## src/rtl/mdu_pkg.sv

```systemverilog
// Shared types for the iterative multiply/divide unit: RV32M funct3 op codes
// and the control FSM state encoding.
package mdu_pkg;

  typedef enum logic [2:0] {
    OpMul    = 3'd0,
    OpMulh   = 3'd1,
    OpMulhsu = 3'd2,
    OpMulhu  = 3'd3,
    OpDiv    = 3'd4,
    OpDivu   = 3'd5,
    OpRem    = 3'd6,
    OpRemu   = 3'd7
  } mdu_op_t;

  // op[2] selects the divide family; within it op[1] selects remainder, op[0] unsigned.
  localparam int unsigned MDU_DIV_BIT = 2;

  typedef enum logic [2:0] {
    StIdle,
    StMul,
    StDiv,
    StFix,
    StDone
  } mdu_state_t;

endpackage

```

## src/rtl/mdu_divider.sv

```systemverilog
// Unsigned restoring radix-2 divider: one quotient bit per cycle, XLEN cycles after start.
// done stays high until the next start or kill.
module mdu_divider #(
  parameter int unsigned XLEN = 32
) (
  input  logic            clk,
  input  logic            rst,
  input  logic            kill,
  input  logic            start,
  input  logic [XLEN-1:0] dividend,
  input  logic [XLEN-1:0] divisor,
  output logic            done,
  output logic [XLEN-1:0] quotient,
  output logic [XLEN-1:0] remainder
);

  localparam int unsigned CntW = $clog2(XLEN);

  logic [XLEN-1:0] quo_q, rem_q, dsr_q;
  logic [CntW-1:0] cnt_q;
  logic            busy_q, done_q;
  logic [XLEN:0]   part, diff;

  // Partial remainder needs one extra bit: shifted value can reach 2*divisor-1.
  always_comb begin
    part = {rem_q, quo_q[XLEN-1]};
    diff = part - {1'b0, dsr_q};
  end

  always_ff @(posedge clk or posedge rst) begin
    if (rst) begin
      quo_q  <= '0;
      rem_q  <= '0;
      dsr_q  <= '0;
      cnt_q  <= '0;
      busy_q <= 1'b0;
      done_q <= 1'b0;
    end else if (kill) begin
      cnt_q  <= '0;
      busy_q <= 1'b0;
      done_q <= 1'b0;
    end else if (start) begin
      quo_q  <= dividend;
      rem_q  <= '0;
      dsr_q  <= divisor;
      cnt_q  <= '0;
      busy_q <= 1'b1;
      done_q <= 1'b0;
    end else if (busy_q) begin
      if (diff[XLEN]) begin
        rem_q <= part[XLEN-1:0];
      end else begin
        rem_q <= diff[XLEN-1:0];
      end
      quo_q <= {quo_q[XLEN-2:0], ~diff[XLEN]};
      cnt_q <= cnt_q + CntW'(1);
      if (cnt_q == CntW'(XLEN - 1)) begin
        busy_q <= 1'b0;
        done_q <= 1'b1;
      end
    end
  end

  assign done      = done_q;
  assign quotient  = quo_q;
  assign remainder = rem_q;

endmodule

```

## src/rtl/mdu.sv

```systemverilog
// Iterative RV32M multiply/divide unit with valid/ready request and response channels.
// Owns sign handling, divide special cases, the multiplier and the control FSM.
module mdu
  import mdu_pkg::*;
#(
  parameter int unsigned XLEN        = 32,
  parameter int unsigned MUL_LATENCY = 2,
  parameter int unsigned TAG_W       = 5
) (
  input  logic             clk,
  input  logic             rst,
  input  logic             kill,
  input  logic             req_valid,
  output logic             req_ready,
  input  logic [2:0]       req_op,
  input  logic [XLEN-1:0]  req_rs1,
  input  logic [XLEN-1:0]  req_rs2,
  input  logic [TAG_W-1:0] req_tag,
  output logic             resp_valid,
  input  logic             resp_ready,
  output logic [XLEN-1:0]  resp_result,
  output logic [TAG_W-1:0] resp_tag
);

  localparam int unsigned CntW = $clog2(MUL_LATENCY + 1);
  localparam logic [XLEN-1:0] MinInt = {1'b1, {(XLEN-1){1'b0}}};

  mdu_state_t       state_q;
  mdu_op_t          op_q;
  logic [XLEN-1:0]  rs1_q, rs2_q, result_q;
  logic [TAG_W-1:0] tag_q;
  logic [CntW-1:0]  cnt_q;
  logic             neg_q, valid_q;

  logic            accept, is_div, is_rem, op_signed, rs1_neg, rs2_neg;
  logic            div_zero, div_ovf, div_start, div_done;
  logic [XLEN-1:0] abs1, abs2, special_res, div_quo, div_rem, fix_res, mul_res;
  logic            a_sgn, b_sgn;
  logic [2*XLEN-1:0] prod;

  assign req_ready = (state_q == StIdle) & ~kill & ~rst;
  assign accept    = req_valid & req_ready;

  always_comb begin
    is_div      = req_op[MDU_DIV_BIT];
    is_rem      = req_op[1];
    op_signed   = ~req_op[0];
    rs1_neg     = op_signed & req_rs1[XLEN-1];
    rs2_neg     = op_signed & req_rs2[XLEN-1];
    abs1        = rs1_neg ? -req_rs1 : req_rs1;
    abs2        = rs2_neg ? -req_rs2 : req_rs2;
    div_zero    = (req_rs2 == '0);
    div_ovf     = op_signed & (req_rs1 == MinInt) & (req_rs2 == '1);
    div_start   = accept & is_div & ~div_zero & ~div_ovf;
    special_res = div_zero ? (is_rem ? req_rs1 : '1) : (is_rem ? '0 : req_rs1);
  end

  // Operands are sign-extended to 2*XLEN so an unsigned multiply yields the exact product.
  always_comb begin
    a_sgn   = rs1_q[XLEN-1] & ((op_q == OpMulh) | (op_q == OpMulhsu));
    b_sgn   = rs2_q[XLEN-1] & (op_q == OpMulh);
    prod    = {{XLEN{a_sgn}}, rs1_q} * {{XLEN{b_sgn}}, rs2_q};
    mul_res = (op_q == OpMul) ? prod[XLEN-1:0] : prod[2*XLEN-1:XLEN];
    fix_res = op_q[1] ? (neg_q ? -div_rem : div_rem) : (neg_q ? -div_quo : div_quo);
  end

  mdu_divider #(
    .XLEN(XLEN)
  ) u_divider (
    .clk      (clk),
    .rst      (rst),
    .kill     (kill),
    .start    (div_start),
    .dividend (abs1),
    .divisor  (abs2),
    .done     (div_done),
    .quotient (div_quo),
    .remainder(div_rem)
  );

  always_ff @(posedge clk or posedge rst) begin
    if (rst) begin
      state_q  <= StIdle;
      op_q     <= OpMul;
      rs1_q    <= '0;
      rs2_q    <= '0;
      result_q <= '0;
      tag_q    <= '0;
      cnt_q    <= '0;
      neg_q    <= 1'b0;
      valid_q  <= 1'b0;
    end else if (kill) begin
      state_q <= StIdle;
      cnt_q   <= '0;
      valid_q <= 1'b0;
    end else begin
      unique case (state_q)
        StIdle: begin
          if (accept) begin
            op_q  <= mdu_op_t'(req_op);
            rs1_q <= req_rs1;
            rs2_q <= req_rs2;
            tag_q <= req_tag;
            cnt_q <= '0;
            neg_q <= is_rem ? rs1_neg : (rs1_neg ^ rs2_neg);
            if (!is_div) begin
              state_q <= StMul;
            end else if (div_zero || div_ovf) begin
              // Response is raised one cycle later from DONE.
              result_q <= special_res;
              state_q  <= StDone;
            end else begin
              state_q <= StDiv;
            end
          end
        end
        StMul: begin
          if (cnt_q == CntW'(MUL_LATENCY - 1)) begin
            result_q <= mul_res;
            valid_q  <= 1'b1;
            state_q  <= StDone;
          end else begin
            cnt_q <= cnt_q + CntW'(1);
          end
        end
        StDiv: begin
          if (div_done) begin
            state_q <= StFix;
          end
        end
        StFix: begin
          result_q <= fix_res;
          valid_q  <= 1'b1;
          state_q  <= StDone;
        end
        StDone: begin
          if (!valid_q) begin
            valid_q <= 1'b1;
          end else if (resp_ready) begin
            valid_q <= 1'b0;
            state_q <= StIdle;
          end
        end
        default: state_q <= StIdle;
      endcase
    end
  end

  assign resp_valid  = valid_q;
  assign resp_result = result_q;
  assign resp_tag    = tag_q;

endmodule

```

## config.mk

```make
export PLATFORM = sky130hd
export DESIGN_NAME = mdu
export DESIGN_NICKNAME = d
export VERILOG_FILES = /design/src/rtl/mdu_pkg.sv /design/src/rtl/mdu_divider.sv /design/src/rtl/mdu.sv
export SDC_FILE = /design/constraint.sdc
export NUM_CORES = 2
export LEC_CHECK = 0
export ABC_AREA = 0
export BUFFER_PORTS_ARGS = -buffer_cell sky130_fd_sc_hd__buf_2
export CORE_UTILIZATION = 40
export DETAILED_ROUTE_END_ITERATION = 8
export GPL_TIMING_DRIVEN = 0
export SYNTH_ARGS = -nofsm -noshare
export SYNTH_HDL_FRONTEND = slang
export SYNTH_HIERARCHICAL = 1
export SYNTH_SLANG_ARGS = --single-unit
```

## constraint.sdc

```tcl
create_clock -name clk -period 7.5 [get_ports clk]
set_input_delay 1.125 -clock clk [delete_from_list [all_inputs] [get_ports clk]]
set_output_delay 1.125 -clock clk [all_outputs]
set_load 0.005 [all_outputs]
```

### Yosys cells after proc, flatten, opt, wreduce, memory -nomap -nowiden

Index checks and enable logic that the tools add are counted.

* output and inout bits: 39
* register bits after elaboration: 214
* logic and storage cells: 130

* equality and inequality tests: 20
* $mul: 1
* add/sub/neg operators: 7
* bitwise operators: 20
* multiplexer cells: 49
* reductions and logical operators: 18

Operators by type and width (number)
* 32-bit 2-to-1 mux: 18
* 32-bit negator: 4
* 32-bit case mux with 3 select lines: 1
* 32-bit == test, second input constant: 2
* 33-bit by 33-bit multiplier with 64-bit output: 1
* 33-bit by 32-bit subtractor with 33-bit output: 1
* 32-bit logical NOT: 1
* 3-bit 2-to-1 mux: 8
* 5-bit 2-to-1 mux: 3
* 3-bit inequality test, second input constant: 5
* 3-bit case mux with 5 select lines: 1
* 1-bit 2-to-1 mux: 13
* 1-bit bitwise AND: 12
* 3-bit nonzero test: 4
* 3-bit by 2-bit == test with 1-bit output, second input constant: 3
* 2-bit AND reduction: 4
* 3-bit by 1-bit == test with 1-bit output, second input constant: 2
* 3-bit logical NOT: 2
* 2-bit 2-to-1 mux: 3
* 2-bit inequality test, second input constant: 3
* 1-bit inverter: 6
* 3-bit AND reduction: 2
* 6-bit AND reduction: 1
* 5-bit by 1-bit adder with 5-bit output, second input constant: 1
* 14 further kinds: 14

### Longest topological paths before layout

* depth in word-level cells: 9
* depth in mapped cells: 30

### Modules after synthesis

Netlist, hierarchy kept.

Modules (own cells, without submodules)
* mdu: area an instance 46786.1 um^2, times used 1, cells each 5306, seq. area each 2777.7 um^2
* mdu_divider: area an instance 6147.1 um^2, times used 1, cells each 670, seq. area each 2577.5 um^2

### Worst setup path after synthesis

Ideal clock, no wire load.

* kind: reg-to-reg
* start point: reg op_q[0]
* end point: reg result_q[31] (netlist: resp_result[31])
* path slack: -0.725 ns
* stages on the path, launching flop included: 29
* path buffers: 1
* arrival time: 8.137 ns
* cell sequence: dfrtp_1 -> xnor2_1 -> nor2_1 -> clkbuf_1 -> nand2_1 -> inv_1 -> fa_1 -> inv_1 -> fa_1 -> inv_1 -> fa_1 -> inv_1 -> fa_1 -> inv_1 -> fa_1 -> fa_1 -> inv_1 -> fa_1 -> fa_1 -> inv_1 -> ha_1 -> a21o_1 -> a21oi_1 -> o21ai_0 -> a41o_1 -> a21o_1 -> a211o_1 -> a211o_1 -> a41oi_1

* word-level cells in the longest chain between the ends: 7
* elaborated cells on any way between the ends: 10

RTL lines
* start, declared: line mdu.sv:29 `mdu_op_t op_q;`
* start signal, assigned: line mdu.sv:84 `op_q <= OpMul;`
* start signal, assigned: line mdu.sv:100 `op_q <= mdu_op_t'(req_op);`
* 3-bit by 1-bit == test with 1-bit output / 3-bit by 2-bit == test with 1-bit output (equally long branches): line mdu.sv:60, mdu.sv:61
* 1-bit OR: line mdu.sv:60 `a_sgn = rs1_q[XLEN-1] & ((op_q == OpMulh) | (op_q == OpMulhsu));`
* 1-bit bitwise AND: line mdu.sv:60
* 33-bit by 33-bit multiplier with 64-bit output: line mdu.sv:62 `prod = {{XLEN{a_sgn}}, rs1_q} * {{XLEN{b_sgn}}, rs2_q};`
* 32-bit 2-to-1 mux *: line mdu.sv:63 `mul_res = (op_q == OpMul) ? prod[XLEN-1:0] : prod[2*XLEN-1:XLEN];`
* 32-bit 2-to-1 mux *: line mdu.sv:118 `if (cnt_q == CntW'(MUL_LATENCY - 1)) begin`
* 32-bit case mux with 3 select lines *: line mdu.sv:97 `unique case (state_q)`
* end signal, assigned: line mdu.sv:110 `result_q <= special_res;`
* end signal, assigned: line mdu.sv:119 `result_q <= mul_res;`
* end signal, assigned: line mdu.sv:132 `result_q <= fix_res;`
* end, declared: line mdu.sv:30 `logic [XLEN-1:0] rs1_q, rs2_q, result_q;`

Every way passes the cells marked *; elsewhere a longest branch is shown, timed or not. The select of a mux whose other input is x is not followed.
A chain may end at the register's enable or synchronous reset.

### Worst setup path in the final report

* start point: reg op_q[1]
* end point: reg result_q[17] (netlist: resp_result[17])

* word-level cells in the longest chain between the ends: 7
* elaborated cells on any way between the ends: 11

RTL lines (line)
* 3-bit by 1-bit == test with 1-bit output / 3-bit by 2-bit == test with 1-bit output (equally long branches): mdu.sv:60, mdu.sv:61
* 1-bit OR: mdu.sv:60
* 1-bit bitwise AND: mdu.sv:60
* 33-bit by 33-bit multiplier with 64-bit output: mdu.sv:62
* 32-bit 2-to-1 mux: mdu.sv:63
* 32-bit 2-to-1 mux: mdu.sv:118
* 32-bit case mux with 3 select lines *: mdu.sv:97

Marked as above.

==> run metrics <==
Yosys top cell by area fa_1; drt pass-1 iters 6; Core Util, Final 47.5%; synth warn 6; RSZ-0062 raised after global routing true; DRT iter0 DRCs 4728; count leader, synth inv_1; count of hold-fix buffers inserted at cts 0; Synth top cells by count inv_1, fa_1, nand2_1; Die Footprint 134000 um^2; vias in the first global route 46700; largest net degree at the start of global routing 92; f_max 123 MHz; layout cell share with drive strength beyond 1 17.6%; TritonCTS Buffers 27; ys flop type dfrtp_1; I/O pins 116; register area 5480 um^2; slowest CP cell fa_2; Die Ht 366 um; Post-synth EDFFs 0; initial antenna violation count 19; buffer and inverter count on the worst path 8; initial core utilization 40.3%; WL/cell 26.8 um; cell mode on critical path fa_1; Mapped Area 52900 um^2; chip width 366 um; core area 131000 um^2; DRT Wirelength 218000 um; Max-slew headroom 13.3%; Tot GR Track Use 32.6%; gpl congestion 1.04; Yosys cell types 96; Crit Path Max Fanout 9; Synth top area share 42.6%; Worst EP arrival 8.62 ns; vias post-DR 45300; sequential area share after synthesis 10.1%; syn avg cell area 8.86 um^2; launch point of the worst reg-to-reg path op_q[1]; reg2reg end resp_result[17]; FF+latch count, synth 214; post-route insts no fill 8103; # port buffers 102; FP Rows 133; clock period minus worst slack 8.16 ns; dpl cells 7835; final slew viol count 0; TritonCTS sink count 214; post-route DRC violation count 0; vias per cell 5.59; Crit path max-delay family adder cells; Root Driver clkbuf_16; Reg clk slew, reported paths 0.07 ns; Final nets 7766; final HPWL from detailed placement 174000 um; # fillers 12600; final period utilization 109%; growth of design area from synthesis to finish 17.7%; H-Tree Depth 1; Max stage delay on crit path 0.60 ns; WS Path Type flip-flop to flip-flop; Post-DRT Antenna Nets 0; failing checks setup timing; GRT overflow 0; final worst slack -0.662 ns; post-synth net total 7431; Clock Skew 0.0301 ns; max-cap viol count 0; CP required 7.96 ns; Skew-Pair Late Insertion Delay 0.60 ns; TritonCTS clock tree built; Cells after Synth 5976; cells on worst reg2reg path 29; top post-synthesis cells by area fa_1, dfrtp_1, inv_1; multi-input logic area 43700 um^2; endpoint class of the critical path flip-flop; crit path launch type flip-flop; post-synthesis async set-or-reset flop share 100%; Reg2Reg Setup Slack -0.66 ns; Min-Delay Path Class input port to async pin; run status complete, but fails checks; Final setup viols 30; Worst Tran Pin Value 1.29 ns; final hold vios 0; first-pass GRT wire length 319000 um; Max clock buf depth 3
-- stage by stage --
step	instance area [um^2]	setup TNS [ns]	hold slack [ns]	setup WS [ns]
2_1_floorplan	53100	-0.682	0.464	-0.205
3_3_place_gp	55800	-88.45	0.476	-2.70
3_5_place_dp	55800	-66.33	0.484	-2.53
4_1_cts	60500	-10.73	0.479	-0.676
5_1_grt	62300	-17.56	0.512	-0.868
6_report	62300	-13.27	0.491	-0.662
-- layout by cell type (no fill, tap or decap), types with 34 or more instances in the layout --
cell,n
a21o_1,44
inv_1,1182
a21oi_1,112
xnor2_1,111
and2_1,317
nand4_1,45
ha_4,36
o31ai_1,34
clkbuf_16,43
clkbuf_8,49
buf_2,119
mux2i_1,59
clkbuf_1,92
nand2_1,987
clkbuf_4,54
xor2_1,80
nor2_1,152
buf_4,205
fa_2,55
o21ai_1,38
ha_1,211
clkbuf_2,40
inv_2,41
mux2_2,67
dfrtp_1,161
fa_1,1071
buf_6,42
o21ai_0,157
-- flip-flops by register name, indices dropped and copies added (netlist names), 5 cells and up --
| name | count |
|---|---|
| resp_result | 32 |
| resp_tag | 5 |
| rs2_q | 32 |
| u_divider/cnt_q | 5 |
| rs1_q | 32 |
| u_divider/dsr_q | 32 |
| u_divider/remainder | 32 |
| u_divider/quotient | 32 |
-- worst max path at each step --
stage / start / end / slack [ns] / cells after the start
3_3_place_gp: rs2_q[12] / resp_result[12] / -2.70 / 24
6_report: op_q[1] / resp_result[17] / -0.66 / 29
3_5_place_dp: rs1_q[31] / resp_result[17] / -2.53 / 27
4_1_cts: op_q[1] / resp_result[28] / -0.68 / 31
2_1_floorplan: op_q[0] / resp_result[31] / -0.20 / 27
5_1_grt: op_q[1] / resp_result[31] / -0.87 / 29
-- cells by family after synthesis --
| family | synth area share [%] |
|---|---|
| xor gates and xnor gates | 3.52 |
| DFF | 10.1 |
| buffers and inverters | 11.3 |
| muxes | 2.62 |
| adders and majority gates | 48.6 |
| AOI/OAI and AO/OA | 8.15 |
| and+or+nand+nor | 15.7 |
-- metal layers --
layer / wire length, um / global-route usage, % / vias to the layer above
met1: 82900 / 42.3 / 23100
li1: - / - / 18900
met5: 92 / 0 / -
met2: 93200 / 48.5 / 2667
met4: 15700 / 18.6 / 14
met3: 25700 / 9.44 / 670
-- layout make-up --
class	instances	share of cell area, %
repair buffers	351	4.46
plain buffers	303	3.98
well taps	1755	3.52
diodes	16	0.0642
clock inverters	16	0.325
multi-input cells	4184	70.2
inverters	1230	7.45
clock buffers	34	1.22
flip-flops and latches	214	8.80
-- worst register-to-register path, delay by kind of cell (launching register included) --
family                     cells  cell delay [ns]
adders and majority gates      9             4.52
AOI/OAI and AO/OA              7             1.29
buffers and inverters          8             0.79
and+or+nand+nor                3             0.56
DFF                            1             0.46
xor gates and xnor gates       2             0.39
-- what timing repair did --
| item | 4_1_cts | 5_1_grt |
|---|---|---|
| cloned | 0 | 0 |
| setup buffers | 136 | 111 |
| gates resized for setup | 806 | 250 |
| pin swaps | 161 | 220 |
| endpoints found under the setup margin | 32 | 32 |
Power is left out: the tool's default activity adds up to more than one toggle a clock period on the data nets, which glitch-free logic cannot reach.
